--- src/rtl/pipeline_pkg.sv ---
// Shared definitions for the pipeline sequencing block:
// FSM encoding, HALT opcode, rs/rt field positions, drain depth.
package pipeline_pkg;

  typedef enum logic [2:0] {
    IDLE   = 3'd0,
    RUN    = 3'd1,
    STEP   = 3'd2,
    DRAIN  = 3'd3,
    HALTED = 3'd4
  } state_t;

  localparam logic [31:0] HALT_INSTR = 32'hFFFF_FFFF;

  localparam int RS_MSB = 25;
  localparam int RS_LSB = 21;
  localparam int RT_MSB = 20;
  localparam int RT_LSB = 16;

  localparam int DRAIN_CYCLES_DEF = 3;

endpackage

--- src/rtl/hazard_detect.sv ---
// Load-use hazard check of the IF/ID instruction against ID/EX.
// In: ex_mem_read, ex_rt, id_instruction. Out: stall.
module hazard_detect
  import pipeline_pkg::*;
#(
  parameter int B = 32,
  parameter int W = 5
) (
  input  logic         ex_mem_read,
  input  logic [W-1:0] ex_rt,
  input  logic [B-1:0] id_instruction,
  output logic         stall
);

  logic [W-1:0] rs;
  logic [W-1:0] rt;
  logic         unused_bits;

  assign rs = id_instruction[RS_MSB:RS_LSB];
  assign rt = id_instruction[RT_MSB:RT_LSB];

  assign unused_bits = ^{id_instruction[B-1:RS_MSB+1],
                         id_instruction[RT_LSB-1:0]};

  // rt is compared for every opcode, even where it is a destination.
  assign stall = ex_mem_read
               && (ex_rt != '0)
               && (ex_rt == rs || ex_rt == rt);

endmodule

--- src/rtl/pipeline_control.sv ---
// Pipeline sequencer: run/step/halt-drain FSM, global enable,
// stall/flush gating and enabled-cycle counter.
// In: clk, reset (sync, low), start, step, id_instruction,
//   ex_mem_read, ex_rt, mem_branch_taken.
// Out: pipe_en, pc_write, ifid_write, ifid_flush, idex_bubble,
//   exmem_flush, halted, cycle_count, state.
module pipeline_control
  import pipeline_pkg::*;
#(
  parameter int B            = 32,
  parameter int W            = 5,
  parameter int DRAIN_CYCLES = DRAIN_CYCLES_DEF
) (
  input  logic         clk,
  input  logic         reset,
  input  logic         start,
  input  logic         step,
  input  logic [B-1:0] id_instruction,
  input  logic         ex_mem_read,
  input  logic [W-1:0] ex_rt,
  input  logic         mem_branch_taken,
  output logic         pipe_en,
  output logic         pc_write,
  output logic         ifid_write,
  output logic         ifid_flush,
  output logic         idex_bubble,
  output logic         exmem_flush,
  output logic         halted,
  output logic [B-1:0] cycle_count,
  output logic [2:0]   state
);

  localparam int CW = $clog2(DRAIN_CYCLES + 1);

  state_t        cur, nxt;
  logic          mode_step, mode_nxt;
  logic [CW-1:0] drain_cnt, cnt_nxt;
  logic          step_q, step_rise;
  logic          pe_nxt;
  logic          stall, stall_g, br, drain_en;
  logic          is_halt, halt_go;

  hazard_detect #(.B(B), .W(W)) u_hazard (
    .ex_mem_read    (ex_mem_read),
    .ex_rt          (ex_rt),
    .id_instruction (id_instruction),
    .stall          (stall)
  );

  assign step_rise = step & ~step_q;
  assign is_halt   = (id_instruction == B'(HALT_INSTR));
  assign halt_go   = pipe_en & is_halt & ~mem_branch_taken;

  assign br       = pipe_en & mem_branch_taken;
  assign stall_g  = pipe_en & stall;
  assign drain_en = pipe_en & (cur == DRAIN);

  assign state  = cur;
  assign halted = (cur == HALTED);

  always_comb begin
    nxt      = cur;
    pe_nxt   = 1'b0;
    mode_nxt = mode_step;
    cnt_nxt  = drain_cnt;
    unique case (cur)
      IDLE: begin
        if (start) begin
          nxt    = RUN;
          pe_nxt = 1'b1;
        end else if (step_rise) begin
          nxt    = STEP;
          pe_nxt = 1'b1;
        end
      end
      RUN: begin
        pe_nxt = 1'b1;
        if (halt_go) begin
          nxt      = DRAIN;
          mode_nxt = 1'b0;
          cnt_nxt  = '0;
        end
      end
      STEP: begin
        pe_nxt = step_rise;
        if (halt_go) begin
          nxt      = DRAIN;
          mode_nxt = 1'b1;
          cnt_nxt  = '0;
        end else if (start) begin
          nxt    = RUN;
          pe_nxt = 1'b1;
        end
      end
      DRAIN: begin
        pe_nxt = mode_step ? step_rise : 1'b1;
        if (br) begin
          // HALT was fetched down a mispredicted path.
          cnt_nxt = '0;
          nxt     = mode_step ? STEP : RUN;
        end else if (pipe_en) begin
          if (drain_cnt == CW'(DRAIN_CYCLES - 1)) begin
            nxt     = HALTED;
            pe_nxt  = 1'b0;
            cnt_nxt = '0;
          end else begin
            cnt_nxt = drain_cnt + 1'b1;
          end
        end
      end
      HALTED: pe_nxt = 1'b0;
      default: nxt = IDLE;
    endcase
  end

  always_ff @(posedge clk) begin
    if (!reset) begin
      cur         <= IDLE;
      pipe_en     <= 1'b0;
      mode_step   <= 1'b0;
      drain_cnt   <= '0;
      step_q      <= 1'b0;
      cycle_count <= '0;
    end else begin
      cur       <= nxt;
      pipe_en   <= pe_nxt;
      mode_step <= mode_nxt;
      drain_cnt <= cnt_nxt;
      step_q    <= step;
      if (pipe_en)
        cycle_count <= cycle_count + 1'b1;
    end
  end

  // Branch flush outranks stall and drain freeze.
  always_comb begin
    pc_write    = pipe_en;
    ifid_write  = pipe_en;
    ifid_flush  = 1'b0;
    idex_bubble = 1'b0;
    exmem_flush = 1'b0;
    if (br) begin
      ifid_flush  = 1'b1;
      idex_bubble = 1'b1;
      exmem_flush = 1'b1;
    end else if (stall_g | drain_en) begin
      pc_write    = 1'b0;
      ifid_write  = 1'b0;
      idex_bubble = 1'b1;
    end
  end

endmodule

--- config.mk ---
export PLATFORM = sky130hd
export DESIGN_NAME = pipeline_control
export DESIGN_NICKNAME = d
export VERILOG_FILES = /design/src/rtl/pipeline_pkg.sv /design/src/rtl/hazard_detect.sv /design/src/rtl/pipeline_control.sv
export SDC_FILE = /design/constraint.sdc
export NUM_CORES = 1
export LEC_CHECK = 0
export CORE_MARGIN = 2
export CORE_UTILIZATION = 25
export DETAILED_ROUTE_END_ITERATION = 12
export GPL_TIMING_DRIVEN = 0
export SETUP_SLACK_MARGIN = 0.5
export SLEW_MARGIN = 20
export SYNTH_ARGS = -nofsm -noshare
export SYNTH_HDL_FRONTEND = slang
export SYNTH_HIERARCHICAL = 1
export SYNTH_SLANG_ARGS = --single-unit
--- constraint.sdc ---
create_clock -name clk -period 3 [get_ports clk]
set_clock_uncertainty 0.1 [all_clocks]
set_input_delay 0.3 -clock clk [delete_from_list [all_inputs] [get_ports clk]]
set_output_delay 0.3 -clock clk [all_outputs]
set_load 0.005 [all_outputs]
==> results.cfg <==
[run_status]
status = finished clean

[sta]
period_minus_slack_ns = 2.448
tightest_slew_ns = 0.5194
setup_tns_ns = 0
setup_viol_count_final = 0
grt_setup_unrepaired = no
least_setup_slack_across_all_paths_after_layout_ns = 0.5523
hold_viol_final = 0
drv_slew = 0
period_share_pct = 81.59
max-slew-margin-rel_pct = 65.38
max_clock_freq_mhz = 408.6

[yosys]
synthesized_area_divided_by_synthesized_cell_count_sq_um = 8.471
synth_async_sr_flop_share_pct = 0
ys_ff_latch = 40
syn_nets = 323
synth_seq_area_share_pct = 33.88
dominantRegCellSynth = sky130_fd_sc_hd__dfxtp_1
synth_largest_area_cell = sky130_fd_sc_hd__dfxtp_1
synthTopCellsByArea = sky130_fd_sc_hd__dfxtp_1 34%, sky130_fd_sc_hd__xnor2_1 10%, sky130_fd_sc_hd__nor2_1 6.4%, sky130_fd_sc_hd__xor2_1 4.4%, sky130_fd_sc_hd__nor4_2 4.2%
syn-cell-area_sq_um = 2364
synthesized_instance_count = 279
synth_top_cell_area_share_pct = 33.88
ys.warnings.count = 6
synth.lib_cells_used.distinct = 45
number_of_enable_flip_flop_cells_after_synthesis = 0

[global_routing]
grt_pass1_wl_um = 10300
grt_use_total_pct = 12.20
maximum_number_of_pins_on_one_net_before_global_route_repair = 13
grt_pass1_vias = 2275
grt_antenna_before_repair = 0
remaining_global_route_overflow = 0

[clock_tree]
insertion_delay_ns = 0.29
clkSinkCount = 40
cts_made_buffers = 5
tritoncts = done
clk_root_buffer_cell = sky130_fd_sc_hd__clkbuf_8
clk_pin_slew_ns = 0.08
cts_setup_buffers = 0
holdBufCountCts = 0
clock_path_buffers = 2
ctsHtreeMaxLevel = 2

[placed_design]
numPortBuffers = 84
dp_hpwl_um = 4974
place_congestion = 0.8032
placed_area_sq_um = 3343
placement_setup_slack_ns = 0.2661

[routing]
post_drt_wl_per_cell_um = 12.88
drt_first_iter_violations = 57
postRouteWirelength_um = 6206
num_vias = 2327
drcViolationCount = 0
avgViaCountPerCell = 4.828
final_antenna_net_count = 0
dr.pass1.iters = 4

[floorplanning]
fp-row-count = 35
initial_core_util_pct = 25.70
fp.coreArea_sq_um = 9196
die_height_um = 101.2
dieWidth_um = 101.2
top_level_ports = 85
floorplan.die_area_sq_um = 10250

[worst_setup_path]
crit_type = primary input to primary output
worst_ep_arrival_time_ns = 2.05
crit_path_max_fanout = 3
worstSetupStartpointType = primary input
kind_of_end_point_of_the_critical_path = primary output
required_worst_endpoint_ns = 2.60

[final_layout]
antenna_cells_inserted = 0
mostFrequentLayoutCell = sky130_fd_sc_hd__clkdlybuf4s50_1
mostFrequentLayoutCells = 71 x sky130_fd_sc_hd__clkdlybuf4s50_1, 40 x sky130_fd_sc_hd__dfxtp_1, 39 x sky130_fd_sc_hd__nor2_1, 27 x sky130_fd_sc_hd__xnor2_1, 16 x sky130_fd_sc_hd__nand2_1
layout_cell_area_excl_fill_sq_um = 3453
nets = 414
fin_util_pct = 37.55
drive_above_1_share_pct = 8.895
area.growth.synth_to_final_pct = 46.11

[power]
power_per_cell_area_nw_per_um2 = 394.4
cell_internal_pwr_uw = 984.8
power.ir.vdd_worst_v = 0.0004310
p_leak_nw = 1.197
clkPwrFrac_pct = 31.9
combinationalPowerShare_pct = 25.9
p_sw_share_pct = 27.70
switching_power_uw = 377.4
p_total_mw = 1.362
pwr-share-seq_pct = 42.2

[flow_run]
max-cap-violations = 0

[min_path]
worst_hold_path_type = flip-flop to flip-flop
[critical path, stage by stage]
cell and delay (ns):
sky130_fd_sc_hd__dlygate4sd2_1 0.27, sky130_fd_sc_hd__or4_1 0.55, sky130_fd_sc_hd__o21ai_2 0.16, sky130_fd_sc_hd__a21oi_2 0.05, sky130_fd_sc_hd__o31a_1 0.27, sky130_fd_sc_hd__clkdlybuf4s50_1 0.46
[power groups by stage]
stage / logic [mW] / clock network [mW] / registers, mW
3_5_place_dp: 0.357 / 0 / 0.587
6_report: 0.353 / 0.435 / 0.575
4_1_cts: 0.354 / 0.449 / 0.575
3_3_place_gp: 0.355 / 0 / 0.588
5_1_grt: 0.392 / 0.472 / 0.579
2_1_floorplan: 0.189 / 0 / 0.584
[final timing paths]
check	start	to	slack (ns)	cells after the start
min	cycle_count[9]	cycle_count[9]	0.43	2
max reg2reg	pipe_en	cycle_count[28]	1.15	6
max	ex_rt[3]	idex_bubble	0.55	6
min reg2reg	cycle_count[9]	cycle_count[9]	0.43	2
[final cells by class]
cell class / count / area (sq um)
Fill cell: 978 / 5743
Multi-Input combinational cell: 213 / 1448
Timing Repair Buffer: 84 / 832.0
Sequential cell: 40 / 800.8
Tap cell: 111 / 138.9
Buffer: 14 / 81.33
Clock buffer: 6 / 72.57
Inverter: 12 / 45.04
Clock inverter: 2 / 35.03
[through the flow]
stage	hold WS [ns]	std cells
4_1_cts	0.4397	482
3_3_place_gp	0.4052	474
6_report	0.4340	482
2_1_floorplan	0.3217	279
5_1_grt	0.4793	482
3_5_place_dp	0.4271	474
[repair_timing]
action | 4_1_cts | 5_1_grt
gates resized for setup | 14 | 3
pin swaps | 8 | 4
setup endpoints to repair | 3 | 4
cloned | 0 | 0
[sequential cells by signal, summed over array words and instances, names as in the netlist]
name and flops:
drain_cnt 2, pipe_en 1, state 3, cycle_count 32
mode_step 1, step_q 1
[logic make-up after synthesis]
logic type / Yosys count / share of synthesized area (%)
xor+xnor: 39 / 14.45
mux: 3 / 1.271
simple gates: 137 / 35.36
fa+ha+maj: 1 / 0.5293
compound gates: 33 / 9.212
flops: 40 / 33.88
buf+inv: 26 / 5.293
[layer usage]
| metal | wire, um | track usage [%] | vias up | share of wire (%) |
|---|---|---|---|---|
| li1 | - | - | 1171 | - |
| met1 | 2732 | 15.39 | 1082 | 44 |
| met2 | 3077 | 21.24 | 70 | 50 |
| met3 | 352 | 2.899 | 4 | 5.7 |
| met4 | 44 | 2.495 | 0 | 0.71 |
| met5 | 0 | 0 | - | 0 |
[cells in the mapped netlist (all sizes together) (2+ instances only)]
| cell type | n |
|---|---|
| and4 | 4 |
| buf | 8 |
| nor3 | 10 |
| o21ai | 8 |
| nor2b | 3 |
| nand4 | 18 |
| dfxtp | 40 |
| a22o | 2 |
| or3 | 3 |
| clkbuf | 6 |
| o21bai | 2 |
| nand3 | 14 |
| o311ai | 3 |
| inv | 11 |
| nand2 | 16 |
| a21oi | 10 |
| mux2i | 3 |
| and2 | 4 |
| xnor2 | 27 |
| xor2 | 12 |
| nor2 | 40 |
| a32oi | 2 |
| and3 | 6 |
| nor4 | 15 |
No activity file was read; power rests on OpenSTA's default activity.
